**src/rtl/sram_arbiter_pkg.sv**
```systemverilog
// Shared definitions for the SRAM arbiter: FSM state encoding, default
// geometry and timing constants, and the wait-counter width helper.
package sram_arbiter_pkg;

  localparam int DEF_AW      = 19;  // 512 KB byte-wide SRAM
  localparam int DEF_DW      = 8;
  localparam int DEF_RD_WAIT = 2;
  localparam int DEF_WR_WAIT = 2;

  typedef enum logic [1:0] {
    ST_IDLE    = 2'd0,
    ST_RD      = 2'd1,
    ST_WR      = 2'd2,
    ST_WR_HOLD = 2'd3
  } state_t;

  // Width able to hold the longest wait count, i.e. ceil(log2(max+1)).
  function automatic int cnt_width(input int rd_wait, input int wr_wait);
    int m;
    m = (rd_wait > wr_wait) ? rd_wait : wr_wait;
    return (m < 1) ? 1 : $clog2(m + 1);
  endfunction

endpackage

```
**src/rtl/sram_arbiter_rr.sv**
```systemverilog
// Round-robin grant logic.
//   clk, rst_n : clock, asynchronous active-low reset
//   req        : per-channel request vector
//   advance    : the current grant is being taken; move priority past it
//   grant      : one-hot grant (all zero when nothing requests)
// Priority starts at the channel after the last granted one; channel 0 is
// highest after reset.
module rr_arbiter #(
  parameter int NCH = 2
) (
  input  logic           clk,
  input  logic           rst_n,
  input  logic [NCH-1:0] req,
  input  logic           advance,
  output logic [NCH-1:0] grant
);

  localparam int PW = (NCH > 1) ? $clog2(NCH) : 1;

  logic [PW-1:0] ptr;
  logic [PW-1:0] ptr_nxt;
  logic [PW:0]   sum;
  logic [PW-1:0] idx;
  logic          found;

  always_comb begin
    grant   = '0;
    ptr_nxt = ptr;
    found   = 1'b0;
    sum     = '0;
    idx     = '0;
    for (int i = 0; i < NCH; i++) begin
      // Rotate the search start to ptr, wrapping at NCH (not a power of two in general).
      sum = {1'b0, ptr} + (PW+1)'(i);
      if (sum >= (PW+1)'(NCH)) sum = sum - (PW+1)'(NCH);
      idx = sum[PW-1:0];
      if (!found && req[idx]) begin
        found      = 1'b1;
        grant[idx] = 1'b1;
        ptr_nxt    = (idx == PW'(NCH-1)) ? '0 : idx + 1'b1;
      end
    end
  end

  always_ff @(posedge clk or negedge rst_n) begin
    if (!rst_n)       ptr <= '0;
    else if (advance) ptr <= ptr_nxt;
  end

endmodule

```
**src/rtl/sram_arbiter.sv**
```systemverilog
// Multi-channel arbiter for an asynchronous byte-wide SRAM.
//   clk, power_on_reset_n        : clock, asynchronous active-low reset
//   req/we/addr/wdata            : per-channel request, direction, address, write data
//   ack                          : one-cycle completion pulse of the served channel
//   rdata                        : last read data, valid from the read's ack cycle
//   busy                         : a transaction is in flight
//   sram_addr/sram_data_o/_oe    : SRAM address, write data and pad output enable
//   sram_data_i                  : data returned from the SRAM pad
//   sram_we_n                    : registered, glitch-free write strobe
module sram_arbiter
  import sram_arbiter_pkg::*;
#(
  parameter int AW      = DEF_AW,
  parameter int DW      = DEF_DW,
  parameter int NCH     = 2,
  parameter int RD_WAIT = DEF_RD_WAIT,
  parameter int WR_WAIT = DEF_WR_WAIT
) (
  input  logic              clk,
  input  logic              power_on_reset_n,
  input  logic [NCH-1:0]    req,
  input  logic [NCH-1:0]    we,
  input  logic [NCH*AW-1:0] addr,
  input  logic [NCH*DW-1:0] wdata,
  output logic [NCH-1:0]    ack,
  output logic [DW-1:0]     rdata,
  output logic              busy,
  output logic [AW-1:0]     sram_addr,
  output logic [DW-1:0]     sram_data_o,
  output logic              sram_data_oe,
  input  logic [DW-1:0]     sram_data_i,
  output logic              sram_we_n
);

  localparam int            CW      = cnt_width(RD_WAIT, WR_WAIT);
  localparam logic [CW-1:0] RD_LAST = CW'(RD_WAIT - 1);
  localparam logic [CW-1:0] WR_LAST = CW'(WR_WAIT - 1);

  state_t         state;
  state_t         state_nxt;
  logic [CW-1:0]  wait_cnt;
  logic [NCH-1:0] gnt;
  logic [NCH-1:0] gnt_q;
  logic           take;
  logic           rd_last;
  logic           wr_last;
  logic [AW-1:0]  sel_addr;
  logic [DW-1:0]  sel_wdata;
  logic           sel_we;

  rr_arbiter #(.NCH(NCH)) u_rr (
    .clk     (clk),
    .rst_n   (power_on_reset_n),
    .req     (req),
    .advance (take),
    .grant   (gnt)
  );

  always_comb begin
    sel_addr  = '0;
    sel_wdata = '0;
    sel_we    = 1'b0;
    for (int i = 0; i < NCH; i++) begin
      if (gnt[i]) begin
        sel_addr  = addr[i*AW +: AW];
        sel_wdata = wdata[i*DW +: DW];
        sel_we    = we[i];
      end
    end
  end

  // State register
  always_ff @(posedge clk or negedge power_on_reset_n) begin
    if (!power_on_reset_n) state <= ST_IDLE;
    else                   state <= state_nxt;
  end

  // Next-state logic
  always_comb begin
    state_nxt = state;
    case (state)
      ST_IDLE:    if (take) state_nxt = sel_we ? ST_WR : ST_RD;
      ST_RD:      if (rd_last) state_nxt = ST_IDLE;
      ST_WR:      if (wr_last) state_nxt = ST_WR_HOLD;
      ST_WR_HOLD: state_nxt = ST_IDLE;
      default:    state_nxt = ST_IDLE;
    endcase
  end

  // Output decode. No grant in the ack cycle: the requester still holds req
  // there, and re-granting it would repeat the transaction just completed.
  always_comb begin
    take    = (state == ST_IDLE) && (|req) && !(|ack);
    rd_last = (state == ST_RD) && (wait_cnt == RD_LAST);
    wr_last = (state == ST_WR) && (wait_cnt == WR_LAST);
  end

  // Registered SRAM strobes and handshake
  always_ff @(posedge clk or negedge power_on_reset_n) begin
    if (!power_on_reset_n) begin
      wait_cnt     <= '0;
      gnt_q        <= '0;
      ack          <= '0;
      busy         <= 1'b0;
      rdata        <= '0;
      sram_addr    <= '0;
      sram_data_o  <= '0;
      sram_data_oe <= 1'b0;
      sram_we_n    <= 1'b1;
    end else begin
      ack <= '0;
      if (state == ST_RD || state == ST_WR) wait_cnt <= wait_cnt + 1'b1;
      case (state)
        ST_IDLE: begin
          if (take) begin
            wait_cnt     <= '0;
            gnt_q        <= gnt;
            busy         <= 1'b1;
            sram_addr    <= sel_addr;
            sram_data_oe <= sel_we;
            sram_we_n    <= !sel_we;
            if (sel_we) sram_data_o <= sel_wdata;
          end
        end
        ST_RD: begin
          if (rd_last) begin
            rdata <= sram_data_i;
            ack   <= gnt_q;
            busy  <= 1'b0;
          end
        end
        ST_WR: begin
          if (wr_last) sram_we_n <= 1'b1;
        end
        ST_WR_HOLD: begin
          // Address and data are still driven this cycle, giving hold time
          // after the rising edge of sram_we_n.
          ack          <= gnt_q;
          busy         <= 1'b0;
          sram_data_oe <= 1'b0;
        end
        default: ;
      endcase
    end
  end

endmodule

```
**config.mk**
```make
export PLATFORM = sky130hd
export DESIGN_NAME = sram_arbiter
export DESIGN_NICKNAME = d
export VERILOG_FILES = /design/src/rtl/sram_arbiter_pkg.sv /design/src/rtl/sram_arbiter_rr.sv /design/src/rtl/sram_arbiter.sv
export SDC_FILE = /design/constraint.sdc
export NUM_CORES = 1
export LEC_CHECK = 0
export CORE_UTILIZATION = 40
export DETAILED_ROUTE_END_ITERATION = 7
export HOLD_SLACK_MARGIN = 0.12
export PLACE_DENSITY = 0.8
export SETUP_SLACK_MARGIN = 0.05
export SYNTH_ARGS = -nofsm -noshare
export SYNTH_HDL_FRONTEND = slang
export SYNTH_SLANG_ARGS = --single-unit
```
**constraint.sdc**
```tcl
create_clock -name clk -period 2 [get_ports clk]
set_input_delay 0.2 -clock clk [delete_from_list [all_inputs] [get_ports clk]]
set_output_delay 0.2 -clock clk [all_outputs]
set_load 0.01 [all_outputs]
```
==> results.yml, run 1 <==
pwr:
  ir_drop_mv: 0.626
  power_density_nw_per_um2: 1440
  p_total_uw: 4980
  p_leak_uw: 0.00151
synth:
  ys_types: 40
  syn-num-nets: 253
  netlist_instances: 180
  synthTopCellsByArea: "dfrtp_1 (54%), a222oi_1 (9.0%), mux2_2 (4.3%)"
  synth_top_cell_by_area: "dfrtp_1"
  ys.flop_type: "dfrtp_1"
  yosys-top-cells-count: "dfrtp_1 (46), inv_1 (23), a222oi_1 (19), o21ai_1 (11)"
  synth_edf_count: 0
  yosysWarnings: 0
  synth-seq-cells: 47
  synth_top_area_share_pct: 54.3
  netlist_area_sq_um: 2120
  synthArstFlopShare_pct: 100
  avgSynthCellArea_sq_um: 11.8
  ys_seq_area_share_pct: 55.5
  synth_most_common_cell: "dfrtp_1"
critical_path:
  r2r_cells: 6
  cp.required_ns: 2.17
  cp-start-kind: "register"
  worstPathArrival_ns: 2.01
  cp_max_fo: 19
  end_kind: "register"
  crit_type: "reg2reg"
status:
  status: "finished, final reports clean"
placement:
  port_buffers: 107
  gp_congestion: 0.823
  dpl.hpwl_mm: 4.00
finish:
  drive_above_1_share_pct: 11.9
  n_antenna_cell: 0
  nNetsFinal: 367
  area_growth_syn_to_layout_pct: 63.5
timing:
  min_period_over_period_pct: 92.2
  finalSetupViolations: 0
  slew_headroom_pct: 61.6
  tns_ns: 0
  report.final.slew_viol_count: 0
  tightest_slew_ns: 0.576
  grt_setup_unrepaired: "false"
  min_period_ns: 1.84
  skew_ns: 0.00289
  max_freq_mhz: 543
  hold_viol_final: 0
floorplan:
  die_area_sq_um: 5590
  rows: 26
  initial_utilization_pct: 41.5
  die_y_um: 74.8
  core_area_sq_um: 5110
  ios: 108
  dieWidth_um: 74.8
grt:
  grt_overflow: 0
  grt_usage_pct: 20.4
  grt_start_max_net_pins: 26
  antenna_found_initial: 0
  grt_pass1_vias: 1898
  grt_pass1_wl_mm: 8.64
routing:
  wl_mm: 5.52
  drtAntennaViolNets: 0
  drt-initial-drc-count: 172
  avgViaCountPerCell: 5.41
  dr_total_vias: 1974
  drc: 0
  routedWlPerCell_um: 15.1
  dr.pass1.iters: 7
clocking:
  cts_htree_levels: 2
  cts.path.max_buffers: 2
  clk_latency_ns: 0.29
  cts_num_sinks: 47
  root_buffer: "clkbuf_8"
  cts_tree: "yes"
  cts_inserted_buffers: 5
  clk_pin_slew_ns: 0.08
worst_hold_path:
  min_path_type: "in2async"
flow_run:
  drv_cap: 0
==> per-stage QoR <==
stage                     instance area, sq um  cells  setup WS [ns]  hold slack (ns)  utilization, %
after global placement                    3310    355         0.0525            0.217            64.8
after floorplan                           2120    180          0.214          -0.0956               -
after detailed placement                  3310    355        -0.0332            0.227            64.8
after global routing                      3470    365         0.0266            0.478            67.9
after CTS                                 3450    364         0.0751            0.458            67.6
final                                     3470    365          0.157            0.443            67.9
==> worst max-delay path: stages, from the launching register on <==
cell and delay, ns:
dfrtp_1 0.42, inv_1 0.10, ha_1 0.22, nor3b_4 0.17, and2_2 0.30, a222oi_1 0.43, inv_1 0.07
==> registers in the layout (all words and copies together), names as in the netlist <==
signal,flops
ack,2
busy,1
gnt_q,2
rdata,8
sram_addr,19
sram_data_o,8
sram_data_oe,1
sram_we_n,1
state,2
u_rr.ptr,1
wait_cnt,2
==> cell families after synthesis <==
logic type | share of synthesized area (%)
AND/OR/NAND/NOR | 5.49
AO/OA/AOI/OAI | 23.1
buffers and inverters | 7.32
multiplexers | 5.20
XOR/XNOR | 0.413
adder cells (fa/ha/maj) | 2.95
flip-flops | 55.5
==> area by class of cell <==
type	count	area (sq um)
multi-input combinational	98	795
inverter	23	86.3
tap	70	87.6
sequential	47	1180
clock inverter	2	60.1
timing repair buffer	119	1190
clock buffer	6	72.6
fill	416	1640
==> repair_timing <==
item	CTS	global route
setup buffers	0	1
setup endpoints to repair	19	27
hold endpoints to repair	21	0
hold buffers	1	0
resized for setup	1	3
gates cloned	0	0
pin swaps	0	4
==> power breakdown <==
part / switching, uW / internal (uW)
logic: 1120 / 1390
registers: 261 / 1410
clock network: 301 / 499
==> layout by cell type, fill, tap and decap left out, types with 2 or more instances in the layout <==
cell type and instances:
mux2i_1 2, nor2_1 7, o21ai_1 10, o21ai_0 8, o21a_1 2, a32oi_1 8, dfrtp_1 46, mux2_2 8
bufinv_16 2, a222oi_1 19, nand3_1 2, inv_1 22, ha_1 5, clkdlybuf4s50_1 106, clkbuf_8 5, buf_4 8
buf_12 2, nand2_1 2
==> final timing paths <==
path / startpoint / to / slack [ns]
worst min-delay path: power_on_reset_n / sram_data_o[6]$_DFFE_PN0P_ / 0.44
worst min register to register: gnt_q[1]$_DFFE_PN0P_ / gnt_q[1]$_DFFE_PN0P_ / 0.49
worst max register to register: state[0]$_DFFE_PN0P_ / sram_addr[12]$_DFFE_PN0P_ / 0.16
worst max-delay path: state[0]$_DFFE_PN0P_ / sram_addr[12]$_DFFE_PN0P_ / 0.16
max in group asynchronous: power_on_reset_n / gnt_q[0]$_DFFE_PN0P_ / 1.04
min in group clk: gnt_q[1]$_DFFE_PN0P_ / gnt_q[1]$_DFFE_PN0P_ / 0.49
==> routing by layer <==
layer | vias to the layer above | track usage [%] | routed length [um]
met3 | 14 | 4.82 | 399
met4 | 0 | 6.29 | 117
met2 | 104 | 33.1 | 2610
met5 | - | 0 | 0
met1 | 951 | 27.2 | 2390
li1 | 905 | - | -
(Power assumes the default switching activity.)
==> inputs of run 2 (changes only) <==
--- a/config.mk
+++ b/config.mk
@@ -6,6 +6,7 @@
 export NUM_CORES = 1
 export LEC_CHECK = 0
 export CORE_UTILIZATION = 40
+export CTS_BUF_LIST = sky130_fd_sc_hd__clkbuf_8
 export DETAILED_ROUTE_END_ITERATION = 7
 export HOLD_SLACK_MARGIN = 0.12
 export PLACE_DENSITY = 0.8
==> results.yml, run 2 (same netlist as run 1, synthesis figures left out) <==
status:
  status: "finished, final reports clean"
placement:
  port_buffers: 107
  gp_congestion: 0.823
  dp_cells: 355
  dpl.hpwl_mm: 4.00
finish:
  utilization_pct: 67.9
  drive_above_1_share_pct: 11.9
  final_cells: 365
  layout_commonest_cell: "clkdlybuf4s50_1"
  multi_input_area_sq_um: 795
  regMostFlops: "sram_addr"
  n_antenna_cell: 0
  top_regs: "sram_addr x19, rdata x8, sram_data_o x8"
  layout_common_cells: "clkdlybuf4s50_1 (106), dfrtp_1 (46), inv_1 (23), a222oi_1 (19), o21ai_1 (10)"
  nNetsFinal: 367
  area_growth_syn_to_layout_pct: 63.5
  regArea_sq_um: 1180
  fillers: 416
  largest_register_ff_count: 19
clocking:
  root_buffer: "clkbuf_8"
  clk_pin_slew_ns: 0.08
  cts_htree_levels: 2
  cts_num_sinks: 47
  cts.path.max_buffers: 2
  cts_tree: "yes"
  cts_inserted_buffers: 5
  clk_latency_ns: 0.29
flow_run:
  drv_cap: 0
timing:
  hold_viol_final: 0
  report.final.slew_viol_count: 0
  skew_ns: 0.00289
  tightest_slew_ns: 0.575
  max_freq_mhz: 542
  finalSetupViolations: 0
  min_period_ns: 1.84
  grt_setup_unrepaired: "false"
  hold_ws_ns: 0.443
  min_period_over_period_pct: 92.2
  slew_headroom_pct: 61.6
pwr:
  power_density_nw_per_um2: 1430
  ir_drop_mv: 0.623
  p_leak_uw: 0.00152
critical_path:
  cp-start-kind: "register"
  worstPathArrival_ns: 2.02
  path_common_cell: "inv_1"
  reg2reg_to: "sram_addr[12]$_DFFE_PN0P_"
  end_kind: "register"
  slowest_delay_ns: 0.43
  cp.required_ns: 2.17
  reg2reg_from: "state[0]$_DFFE_PN0P_"
  reg2reg_slack_ns: 0.16
  crit_type: "reg2reg"
  cp_cell_sequence: "inv_1 > ha_1 > nor3b_4 > and2_2 > a222oi_1 > inv_1"
  r2r_cells: 6
  slowest_stage: "a222oi_1"
  cp_max_fo: 19
grt:
  antenna_found_initial: 0
  grt_pass1_wl_mm: 8.64
  grt_pass1_vias: 1898
  grt_usage_pct: 20.4
  grt_overflow: 0
  grt_start_max_net_pins: 26
routing:
  drt-initial-drc-count: 173
  drc: 0
  wl_mm: 5.52
  routedWlPerCell_um: 15.1
  drtAntennaViolNets: 0
  dr.pass1.iters: 7
  avgViaCountPerCell: 5.42
  dr_total_vias: 1977
floorplan:
  die_y_um: 74.8
  rows: 26
  die_area_sq_um: 5590
  core_area_sq_um: 5110
  ios: 108
  dieWidth_um: 74.8
  initial_utilization_pct: 41.5
worst_hold_path:
  min_path_type: "in2async"
-- run 2: cell types whose count changed in the layout (fill, tap and decap cells not counted), sizes merged --
| cell | previous run | this run |
|---|---|---|
| clkbuf | 6 | 5 |
| inv | 23 | 24 |
-- run 2: per-layer routing --
layer,GRT usage (%),up-vias,routed length (um)
met2,33.1,105,2610
met4,6.29,0,117
li1,-,905,-
met3,4.82,14,393
met5,0,-,0
met1,27.2,953,2390
-- run 2: area by class of cell --
class | instances | share of cell area [%]
multi-input combinational | 98 | 22.9
clock inverter | 3 | 1.84
inverter | 23 | 2.49
tap | 70 | 2.53
timing repair buffer | 119 | 34.3
clock buffer | 5 | 1.99
sequential | 47 | 34.0
-- run 2: worst max-delay path by stage --
| stage | from | end | slack (ns) | cells after the start |
|---|---|---|---|---|
| after CTS | state[1]$_DFFE_PN0P_ | sram_we_n$_DFFE_PN1P_ | 0.08 | 6 |
| after global placement | req[0] | sram_addr[18]$_DFFE_PN0P_ | 0.05 | 5 |
| after floorplan | state[0]$_DFFE_PN0P_ | sram_addr[10]$_DFFE_PN0P_ | 0.21 | 8 |
| final | state[0]$_DFFE_PN0P_ | sram_addr[12]$_DFFE_PN0P_ | 0.16 | 6 |
| after detailed placement | state[1]$_DFFE_PN0P_ | sram_addr[10]$_DFFE_PN0P_ | -0.03 | 6 |
| after global routing | state[0]$_DFFE_PN0P_ | sram_addr[2]$_DFFE_PN0P_ | 0.03 | 7 |
-- run 2: report_power, final --
group	internal (uW)	switching, uW
logic	1390	1120
clock network	494	301
registers	1410	261
total	3300	1680
-- run 2: what timing repair did --
| action | in CTS | in global routing |
|---|---|---|
| buffers inserted | 0 | 1 |
| endpoints found under the setup margin | 19 | 27 |
| pin swaps | 0 | 4 |
| hold buffers | 1 | 0 |
| resized for setup | 1 | 3 |
| endpoints found under the hold margin | 21 | 0 |
-- run 2: metrics by stage --
step | setup WS, ns | instance area [sq um] | power (uW) | TNS (ns)
after detailed placement | -0.0332 | 3310 | 4150 | -0.154
after global placement | 0.0525 | 3310 | 4090 | 0
after CTS | 0.0751 | 3450 | 4980 | 0
final | 0.156 | 3470 | 4970 | 0
after global routing | 0.0266 | 3470 | 5340 | 0
after floorplan | 0.214 | 2120 | 2930 | 0
-- run 2: worst max-delay path: cells and delay by family, from the launching register on --
| family | cells | cell delay [ns] |
|---|---|---|
| AO/OA/AOI/OAI | 1 | 0.43 |
| AND/OR/NAND/NOR | 2 | 0.47 |
| buffers and inverters | 2 | 0.17 |
| adder cells (fa/ha/maj) | 1 | 0.22 |
| flip-flops | 1 | 0.42 |
